<file path="src/rtl/vga_box_bounce.sv">
// rtl/vga_box_bounce.sv - bouncing-box pixel colour stage behind a VGA timing generator
//
// Purpose:
//   Draws a solid BOX_W x BOX_H rectangle in the active area. The rectangle
//   moves STEP pixels per axis once per frame and bounces off the active-area
//   edges. Its colour advances on every bounce. Sync outputs are re-registered
//   so that they stay aligned with the registered RGB.
//
// Optional build macro:
//   BOX_BORDER_EN - when defined, the outermost active row/column is drawn white
//                   (3'b111) over both box and background.
//
// Ports:
//   clk        in   pixel clock
//   reset      in   asynchronous active-high reset
//   hys, vys   in   horizontal / vertical sync (low during the pulse)
//   valid      in   active-video flag
//   pix_x      in   [9:0] active-area column (used only when valid=1)
//   pix_y      in   [9:0] active-area row (used only when valid=1)
//   move_en    in   1 = box advances on each frame tick
//   hys_o      out  hys delayed one clock
//   vys_o      out  vys delayed one clock
//   rgb_r/g/b  out  1-bit colour channels, registered
//   frame_cnt  out  [7:0] free-running frame counter

module vga_box_bounce #(
  parameter int         H_ACT  = 640,
  parameter int         V_ACT  = 480,
  parameter int         BOX_W  = 64,
  parameter int         BOX_H  = 48,
  parameter int         STEP   = 4,
  parameter logic [2:0] BG_RGB = 3'b000
) (
  input  logic       clk,
  input  logic       reset,
  input  logic       hys,
  input  logic       vys,
  input  logic       valid,
  input  logic [9:0] pix_x,
  input  logic [9:0] pix_y,
  input  logic       move_en,
  output logic       hys_o,
  output logic       vys_o,
  output logic       rgb_r,
  output logic       rgb_g,
  output logic       rgb_b,
  output logic [7:0] frame_cnt
);

  localparam logic DIR_FWD = 1'b0;  // right on X, down on Y
  localparam logic DIR_REV = 1'b1;  // left on X, up on Y

  // 11-bit working width so box_pos + STEP + BOX_W cannot overflow.
  localparam logic [10:0] C_H_ACT = 11'(H_ACT);
  localparam logic [10:0] C_V_ACT = 11'(V_ACT);
  localparam logic [10:0] C_BOX_W = 11'(BOX_W);
  localparam logic [10:0] C_BOX_H = 11'(BOX_H);
  localparam logic [10:0] C_STEP  = 11'(STEP);
  localparam logic [9:0]  C_X_MAX = 10'(H_ACT - BOX_W);
  localparam logic [9:0]  C_Y_MAX = 10'(V_ACT - BOX_H);
`ifdef BOX_BORDER_EN
  localparam logic [9:0]  C_X_LAST = 10'(H_ACT - 1);
  localparam logic [9:0]  C_Y_LAST = 10'(V_ACT - 1);
`endif

  logic [9:0] r_box_x;
  logic [9:0] r_box_y;
  logic       r_dir_x;
  logic       r_dir_y;
  logic [2:0] r_colour;
  logic       r_vys_d;
  logic       r_hys_o;
  logic       r_vys_o;
  logic [2:0] r_rgb;
  logic [7:0] r_frame_cnt;

  logic       w_tick;
  logic [10:0] w_x_ext;
  logic [10:0] w_y_ext;
  logic [9:0] w_x_nxt;
  logic [9:0] w_y_nxt;
  logic       w_dir_x_nxt;
  logic       w_dir_y_nxt;
  logic       w_bounce_x;
  logic       w_bounce_y;
  logic [2:0] w_colour_nxt;
  logic       w_inside;
  logic [2:0] w_rgb_nxt;
`ifdef BOX_BORDER_EN
  logic       w_border;
`endif

  // Rising edge of vys marks the end of the vsync pulse: once per frame,
  // always inside vertical blanking.
  assign w_tick  = vys & ~r_vys_d;
  assign w_x_ext = {1'b0, r_box_x};
  assign w_y_ext = {1'b0, r_box_y};

  always_comb begin
    w_x_nxt     = r_box_x;
    w_dir_x_nxt = r_dir_x;
    w_bounce_x  = 1'b0;
    if (r_dir_x == DIR_FWD) begin
      if (w_x_ext + C_STEP + C_BOX_W > C_H_ACT) begin
        w_x_nxt     = C_X_MAX;
        w_dir_x_nxt = DIR_REV;
        w_bounce_x  = 1'b1;
      end else begin
        w_x_nxt = 10'(w_x_ext + C_STEP);
      end
    end else begin
      if (w_x_ext < C_STEP) begin
        w_x_nxt     = 10'd0;
        w_dir_x_nxt = DIR_FWD;
        w_bounce_x  = 1'b1;
      end else begin
        w_x_nxt = 10'(w_x_ext - C_STEP);
      end
    end
  end

  always_comb begin
    w_y_nxt     = r_box_y;
    w_dir_y_nxt = r_dir_y;
    w_bounce_y  = 1'b0;
    if (r_dir_y == DIR_FWD) begin
      if (w_y_ext + C_STEP + C_BOX_H > C_V_ACT) begin
        w_y_nxt     = C_Y_MAX;
        w_dir_y_nxt = DIR_REV;
        w_bounce_y  = 1'b1;
      end else begin
        w_y_nxt = 10'(w_y_ext + C_STEP);
      end
    end else begin
      if (w_y_ext < C_STEP) begin
        w_y_nxt     = 10'd0;
        w_dir_y_nxt = DIR_FWD;
        w_bounce_y  = 1'b1;
      end else begin
        w_y_nxt = 10'(w_y_ext - C_STEP);
      end
    end
  end

  // A corner hit flags both axes but still advances the colour only once.
  // Black (000) is skipped so the box never vanishes into the background.
  always_comb begin
    w_colour_nxt = r_colour;
    if (w_bounce_x | w_bounce_y) begin
      w_colour_nxt = (r_colour == 3'b111) ? 3'b001 : r_colour + 3'd1;
    end
  end

  assign w_inside = valid
                  & (pix_x >= r_box_x) & ({1'b0, pix_x} < w_x_ext + C_BOX_W)
                  & (pix_y >= r_box_y) & ({1'b0, pix_y} < w_y_ext + C_BOX_H);

`ifdef BOX_BORDER_EN
  assign w_border = valid & ((pix_x == 10'd0) | (pix_x == C_X_LAST)
                           | (pix_y == 10'd0) | (pix_y == C_Y_LAST));
`endif

  always_comb begin
    w_rgb_nxt = 3'b000;
    if (valid) begin
`ifdef BOX_BORDER_EN
      if (w_border) begin
        w_rgb_nxt = 3'b111;
      end else if (w_inside) begin
        w_rgb_nxt = r_colour;
      end else begin
        w_rgb_nxt = BG_RGB;
      end
`else
      w_rgb_nxt = w_inside ? r_colour : BG_RGB;
`endif
    end
  end

  always_ff @(posedge clk or posedge reset) begin
    if (reset) begin
      r_box_x     <= 10'd0;
      r_box_y     <= 10'd0;
      r_dir_x     <= DIR_FWD;
      r_dir_y     <= DIR_FWD;
      r_colour    <= 3'b100;
      r_vys_d     <= 1'b1;  // a vys held high through reset gives no tick
      r_hys_o     <= 1'b0;
      r_vys_o     <= 1'b0;
      r_rgb       <= 3'b000;
      r_frame_cnt <= 8'd0;
    end else begin
      r_vys_d <= vys;
      r_hys_o <= hys;
      r_vys_o <= vys;
      r_rgb   <= w_rgb_nxt;
      if (w_tick) begin
        r_frame_cnt <= r_frame_cnt + 8'd1;
        if (move_en) begin
          r_box_x  <= w_x_nxt;
          r_box_y  <= w_y_nxt;
          r_dir_x  <= w_dir_x_nxt;
          r_dir_y  <= w_dir_y_nxt;
          r_colour <= w_colour_nxt;
        end
      end
    end
  end

  assign hys_o     = r_hys_o;
  assign vys_o     = r_vys_o;
  assign rgb_r     = r_rgb[2];
  assign rgb_g     = r_rgb[1];
  assign rgb_b     = r_rgb[0];
  assign frame_cnt = r_frame_cnt;

endmodule

</file>
<file path="config.mk">
export PLATFORM = sky130hd
export DESIGN_NAME = vga_box_bounce
export DESIGN_NICKNAME = d
export VERILOG_FILES = /design/src/rtl/vga_box_bounce.sv
export SDC_FILE = /design/constraint.sdc
export NUM_CORES = 1
export LEC_CHECK = 0
export CAP_MARGIN = 15
export CORE_ASPECT_RATIO = 1.25
export CORE_MARGIN = 8
export CORE_UTILIZATION = 45
export DETAILED_ROUTE_END_ITERATION = 8
export DONT_BUFFER_PORTS = 1
export HOLD_SLACK_MARGIN = 0.08
export PLACE_DENSITY = 0.67
export SLEW_MARGIN = 0
export SYNTH_ARGS = -nofsm -noshare
export SYNTH_HDL_FRONTEND = slang
export SYNTH_SLANG_ARGS = --single-unit
</file>
<file path="constraint.sdc">
create_clock -name clk -period 2.6 [get_ports clk]
set_input_delay 0.65 -clock clk [delete_from_list [all_inputs] [get_ports clk]]
set_output_delay 0.65 -clock clk [all_outputs]
set_load 0.005 [all_outputs]
</file>
**Yosys cells after proc, flatten, opt, wreduce, memory -nomap -nowiden**

Cells that the tools add are included.

- Register bits: 39
- Input bits: 26

- Magnitude comparators: 8
- Multiplexer cells: 19
- Bitwise logic cells: 7
- Reduce and logical (&&, ||, !) cells: 2
- Add/sub/neg operators: 10
- Equality and inequality tests: 1

Operators with widths:

| kind | number |
|---|---|
| 10-bit 2-to-1 mux | 6 |
| 10-bit by 3-bit adder with 11-bit output (second input constant) | 2 |
| 10-bit by 11-bit less-than comparator with 1-bit output | 2 |
| 10-bit >= comparator | 2 |
| 10-bit by 3-bit less-than comparator with 1-bit output (second input constant) | 2 |
| 10-bit by 3-bit subtractor with 10-bit output (second input constant) | 2 |
| 10-bit by 6-bit adder with 11-bit output (second input constant) | 1 |
| 10-bit by 7-bit adder with 11-bit output (second input constant) | 1 |
| 11-bit by 6-bit adder with 11-bit output (second input constant) | 1 |
| 11-bit by 7-bit adder with 11-bit output (second input constant) | 1 |
| 11-bit by 10-bit > comparator with 1-bit output (second input constant) | 1 |
| 11-bit by 9-bit > comparator with 1-bit output (second input constant) | 1 |
| 1-bit 2-to-1 mux | 10 |
| 3-bit 2-to-1 mux | 3 |
| 8-bit by 1-bit adder with 8-bit output (second input constant) | 1 |
| 1-bit bitwise AND | 5 |
| 3-bit by 1-bit adder with 3-bit output (second input constant) | 1 |
| 3-bit == test (second input constant) | 1 |
| 3-bit AND reduction | 1 |
| 2-bit AND reduction | 1 |
| 1-bit NOT | 1 |
| 1-bit OR | 1 |

**Depth between registers and ports, before layout**

- Word-level depth: 7
- Gate-level depth with buffers: 13

**Least setup slack after synthesis**

OpenSTA, ideal clock, no wires.

- Path type: register -> register
- From: register r_box_y[5]
- To: register r_colour[0]
- Cell stages (with the launch flop): 13
- Setup time: 0.125 ns
- Arrival time: 2.709 ns
- Period minus slack after synthesis: 2.834 ns
- Slack: -0.234 ns
- Path through: dfrtp_1 clkbuf_1 inv_1 xnor2_1 inv_1 ha_1 xnor2_1 or3_1 a21o_1 o22ai_1 nor3_4 o32ai_4 mux2_4

- Cells in the longest elaborated chain, start to end: 7

RTL lines:

| element | line | text |
|---|---|---|
| from (decl) | 67 | `logic [9:0] r_box_y;` |
| from (signal assigned) | 201 | `r_box_y <= w_y_nxt;` |
| 10-bit by 3-bit adder with 11-bit output | -- |  |
| 11-bit by 6-bit adder with 11-bit output | 127 | `if (w_y_ext + C_STEP + C_BOX_H > C_V_ACT) begin` |
| 11-bit by 9-bit > comparator with 1-bit output | 127 |  |
| 1-bit 2-to-1 mux | 127 |  |
| 1-bit 2-to-1 mux * | 126 | `if (r_dir_y == DIR_FWD) begin` |
| 1-bit OR * | 149 | `if (w_bounce_x \| w_bounce_y) begin` |
| 3-bit AND reduction (no line) * | -- |  |
| to (signal assigned) | 204 | `r_colour <= w_colour_nxt;` |
| to (decl) | 70 | `logic [2:0] r_colour;` |

Mark *: on every way between the ends. The rest lies on a longest branch, timed or not.
A chain may end at the register's enable or synchronous reset.

**Worst setup path in the final report**

- From: register r_box_y[2]
- To: register r_box_y[4]

- Cells in the longest elaborated chain, start to end: 5

RTL lines:

| element | line | text |
|---|---|---|
| 10-bit by 3-bit adder with 11-bit output | 132 | `w_y_nxt = 10'(w_y_ext + C_STEP);` |
| 11-bit by 6-bit adder with 11-bit output | 127 |  |
| 11-bit by 9-bit > comparator with 1-bit output | 127 |  |
| 10-bit 2-to-1 mux | 127 |  |
| 10-bit 2-to-1 mux * | 126 |  |

Marks and branches as above.

==> impl_metrics.ini <==
[placement]
place_inst = 472
routabilityCongestion = 0.889
io_buffers = 0
hpwlAfterDp_mm = 6.02

[floorplan]
dieArea_um2 = 9930
core_area_um2 = 6850
initial_utilization_pct = 45.9
ios = 39
die_width_um = 90.8
rows = 34
die_h_um = 109

[logic_synthesis]
synthFlopType = dfrtp_1
synth_seq_area_share_pct = 27.9
synth-async-reset-ratio_pct = 100
netlist_instances = 354
yosys_warnings = 0
yosys_register_bits = 35
synth.avg_cell_area_um2 = 8.88
synth_enable_flop_cells = 0
synth_cell_types = 64
syn-cell-area_um2 = 3140
synthesis.nets = 422

[detailed_routing]
drc_errors = 0
ant_nets = 0
avgViaCountPerCell = 5.64
routed_wl_mm = 7.73
drt_first_pass_iters = 4
vias = 2752
drt_iter0_markers = 101
post_drt_wl_per_cell_um = 15.8

[layout]
final_core_util_pct = 56.1
areaGrowthSynthToFinish_pct = 22.3
antenna_cells = 0
final_cell_mix = buf_4 (49), ha_1 (34), dfrtp_1 (28)
layout_commonest_cell = buf_4
finalNetCount = 465
final-instance-count-excl-fill = 488
fill_cells = 592
drive_gt1_share_pct = 27.6

[power_and_ir_drop]
ir_worst_vdd_v = 0.000639
p_leak_nw = 1.67
pwr_density_cell_nw_per_um2 = 1120

[global_route]
grtUsageTotal_pct = 16.0
grt_pass1_vias = 2860
grt_antenna_before_repair = 0
gr-total-overflow = 0
grt_start_max_net_pins = 36
grt_pass1_wl_mm = 13.2

[clocking]
numCtsBuffers = 5
clk_pin_slew_ps = 70
tritoncts = yes
clock_path_buffers = 2
clock_sinks = 35
htree_levels = 2
hold_buffers = 0
clk_latency_ps = 280
clockRootBuffer = clkbuf_8

[critical_path]
cp-end-kind = register
cp_data_required_time_ps = 2770
reg2reg_slack_ps = 30
path_class = reg2reg
start_kind = register
worstPathArrival_ps = 2740
crit_fanout = 9

[sta]
grt_setup_unrepaired = yes
max_freq_mhz = 389
hold_violations = 0
skew_ps = 5.71
max_slew_margin_pct = 66.6
finalMaxSlewViolations = 0
worst_pin_slew_ps = 500
setup_viol = 0
period_share_pct = 98.8
fin_crit_ps = 2570

[run_status]
status = finished clean

[job]
maxCapViolCount = 0

[worst_hold_path]
hp-class = in2async
cell usage after synthesis (4+ instances only):
master | n | share of area [%]
a21o_1 | 5 | 1.2
a21oi_1 | 22 | 3.5
and2_1 | 5 | 0.99
buf_2 | 4 | 0.64
clkbuf_1 | 8 | 0.96
dfrtp_1 | 33 | 26
ha_1 | 42 | 17
inv_1 | 27 | 3.2
nand2_1 | 23 | 2.7
nand3_1 | 17 | 2.7
nand4_1 | 4 | 0.80
nor2_1 | 17 | 2.0
nor3_1 | 12 | 1.9
o21a_1 | 6 | 1.4
o21ai_0 | 25 | 4.0
o22ai_1 | 7 | 1.4
o32ai_1 | 4 | 1.1
xnor2_1 | 18 | 5.0
xor2_1 | 5 | 1.4
state kept, by name, summed over array words and instances, names as in the netlist:
| name | cells |
|---|---|
| frame_cnt | 8 |
| r_box_x | 8 |
| r_box_y | 8 |
| r_colour | 3 |
| r_rgb | 3 |
| hys_o | 1 |
| r_dir_x | 1 |
| r_dir_y | 1 |
| r_vys_d | 1 |
| vys_o | 1 |
final timing paths:
path / endpoint / cells past startpoint / from
setup / recovery: r_box_y[4] / 11 / r_box_y[2]
min in group clk: r_vys_d / 0 / vys
hold reg to reg: frame_cnt[7] / 1 / frame_cnt[7]
max in group asynchronous: r_vys_d / 2 / reset
hold / removal: frame_cnt[6] / 2 / reset
setup reg to reg: r_box_y[4] / 11 / r_box_y[2]
per-layer routing:
layer	global-route usage [%]	routed length, um	vias to the layer above	part of all wire (%)
li1	-	-	1372	-
met1	17.1	3130	1330	40
met4	5.84	150	0	1.9
met5	0	0	-	0
met3	2.94	216	12	2.8
met2	30.9	4240	38	55
report_power, final:
group,total [mW],internal [mW],switching [mW]
registers,1.07,0.753,0.314
logic,2.86,1.43,1.43
clock network,0.389,0.187,0.202
total,4.32,2.37,1.94
worst max-delay path, cell delays in order, from the launching register on:
cell     delay [ps]
dfrtp_1         430
ha_4            230
and3b_1         190
or2_1           270
and3_4          190
a32oi_2         270
o22ai_4         140
buf_4           150
nor2_2           90
nor3_1           50
buf_4           170
a311o_1         270
final cells by class:
| cell class | count | area [um^2] | share of cell area, % |
|---|---|---|---|
| Timing Repair Buffer | 53 | 413 | 10.7 |
| Multi-Input combinational cell | 275 | 2250 | 58.5 |
| Clock inverter | 2 | 12.5 | 0.325 |
| Tap cell | 90 | 113 | 2.93 |
| Inverter | 27 | 101 | 2.64 |
| Clock buffer | 6 | 72.6 | 1.89 |
| Sequential cell | 35 | 885 | 23.0 |
through the flow:
step	TNS, ps	worst slack [ps]	hold WS (ps)	area (um^2)	total power [mW]
6_report	0	32.2	349	3840	4.32
5_1_grt	-348	-66.9	334	3840	4.76
4_1_cts	0	0.841	346	3680	4.11
3_5_place_dp	-529	-108	508	3520	3.56
3_3_place_gp	-67.5	-23.7	500	3520	3.46
2_1_floorplan	0	14.8	468	3170	2.78
timing repair:
| action | 4_1_cts | 5_1_grt |
|---|---|---|
| pin swaps | 6 | 13 |
| gates resized for setup | 12 | 28 |
| endpoints found under the setup margin | 10 | 18 |
| setup buffers | 4 | 5 |
cell families (layout without fill, tap and decap cells):
logic type	count (synthesis)	in the layout	share of synthesized area, %
AOI/OAI and AO/OA	101	101	22.0
buffers and inverters	44	88	6.25
DFF	35	35	27.9
and+or+nand+nor	104	104	18.5
adders and majority gates	42	42	16.7
xor gates and xnor gates	23	23	6.41
muxes	5	5	2.15
No activity file was read; power rests on OpenSTA's default activity.
==> edit: new RTL, same flow settings <==
The option `BOX_BORDER_EN` is turned on by a define.
--- a/src/rtl/vga_box_bounce.sv
+++ b/src/rtl/vga_box_bounce.sv
@@ -23,4 +23,6 @@
 //   rgb_r/g/b  out  1-bit colour channels, registered
 //   frame_cnt  out  [7:0] free-running frame counter
+
+`define BOX_BORDER_EN
 
 module vga_box_bounce #(
Check against the original RTL: not equivalent (Yosys sat finds a counterexample within 4 cycles, from zero or initial values and one cycle with reset high).
==> edit against the original RTL <==
The flow now finishes with violations (negative setup slack); worst setup slack lost 570 ps; sequential share of layout area decreased by 1.6 points; final area up 7.2%; total power is 14% lower; count of clock-buffer cells in the layout down 1; hold slack got worse by 8.3 ps; routed wire length grew 13%; sequential cell count unchanged; synthesized area increased by 3.3%; critical endpoint is now r_colour[0]; largest power group unchanged.
==> edit: results (changes against the original RTL) <==
[outcome]
outcome = finished, violations left
violations = negative setup slack

[sta]
finalSetupTns_ps = -5570  ; -5570 ps
layout_setup_ws_ps = -534  ; -567 ps
finalSetupViolCount = 19  ; +19
whs_ps = 340  ; -8.32 ps
skew_ps = 4.80  ; -0.910 ps

[clocking]
cts_resized = 17  ; +5
postCtsSetupBuffers = 10  ; +6

[synthesis]
synthCells = 374  ; +5.6%
synthTopCellsByCount = 42 x ha_1, 33 x dfrtp_1, 27 x nand2_1
synth_sequential_area_ratio = 0.270  ; -0.00904
synthMuxAreaShare = 0.0281  ; +0.00662
yosys.area_share.adder = 0.162  ; -0.00541

[routing]
wl_um = 8700  ; +13%

[setup_path]
arrival_ps = 3310  ; +570 ps
worstRegToRegCells = 12  ; +1
cp_max_fo = 3  ; -6
r2r_end = r_colour[0]
endpoint = r_colour[0]

[grt]
grt_pass1_vias = 3058  ; +6.9%
grt_pass1_wl_um = 14400  ; +9.2%
grt_usage = 0.169  ; +0.00866

[cells_and_area]
sh_seq_area = 0.214  ; -0.0163
drive_above_1_share = 0.303  ; +0.0266
num-nonclk-buffers = 64  ; +21%
final_core_util = 0.591  ; +0.0294
multi_input_gates = 297  ; +8.0%
multiInputGateArea_um2 = 2420  ; +7.5%
clockNetworkAreaShare = 0.0273  ; +0.00519
fin_cells = 519  ; +6.4%
nonClockInverterCount = 25  ; -7.4%

[placement]
dp_slack_ps = -550  ; -443 ps
placed_cell_area_um2 = 3710  ; +5.3%

[power_and_ir_drop]
p_leak_nw = 1.82  ; +8.8%

[edit: where the power goes]
| part | switching [mW] | internal (mW) | total (mW) |
|---|---|---|---|
| sequential | 0.210 | 0.699 | 0.909 |
| combinational | 1.14 | 1.17 | 2.31 |
| clock | 0.219 | 0.286 | 0.505 |
[edit: logic make-up after synthesis]
| logic type | Yosys count |
|---|---|
| buf+inv | 42 |
| xor+xnor | 28 |
| compound gates | 98 |
| simple gates | 122 |
| mux | 7 |
| flops | 35 |
| fa+ha+maj | 42 |
[edit: worst max-delay path, cell delays in order (launching register included)]
cell and delay, ps:
dfrtp_1 430, and3_4 230, xnor2_4 160, inv_2 60, ha_4 160, xor2_1 140
mux2i_1 150, or4_1 520, or4b_4 500, o211ai_2 100, a31oi_1 100, o31a_2 160
mux2_4 310
[edit: routing by layer]
metal / global-route usage / share of wire
met4: 0.0690 / 0.026
met1: 0.175 / 0.39
met5: 0 / 0
met3: 0.0257 / 0.025
met2: 0.322 / 0.56
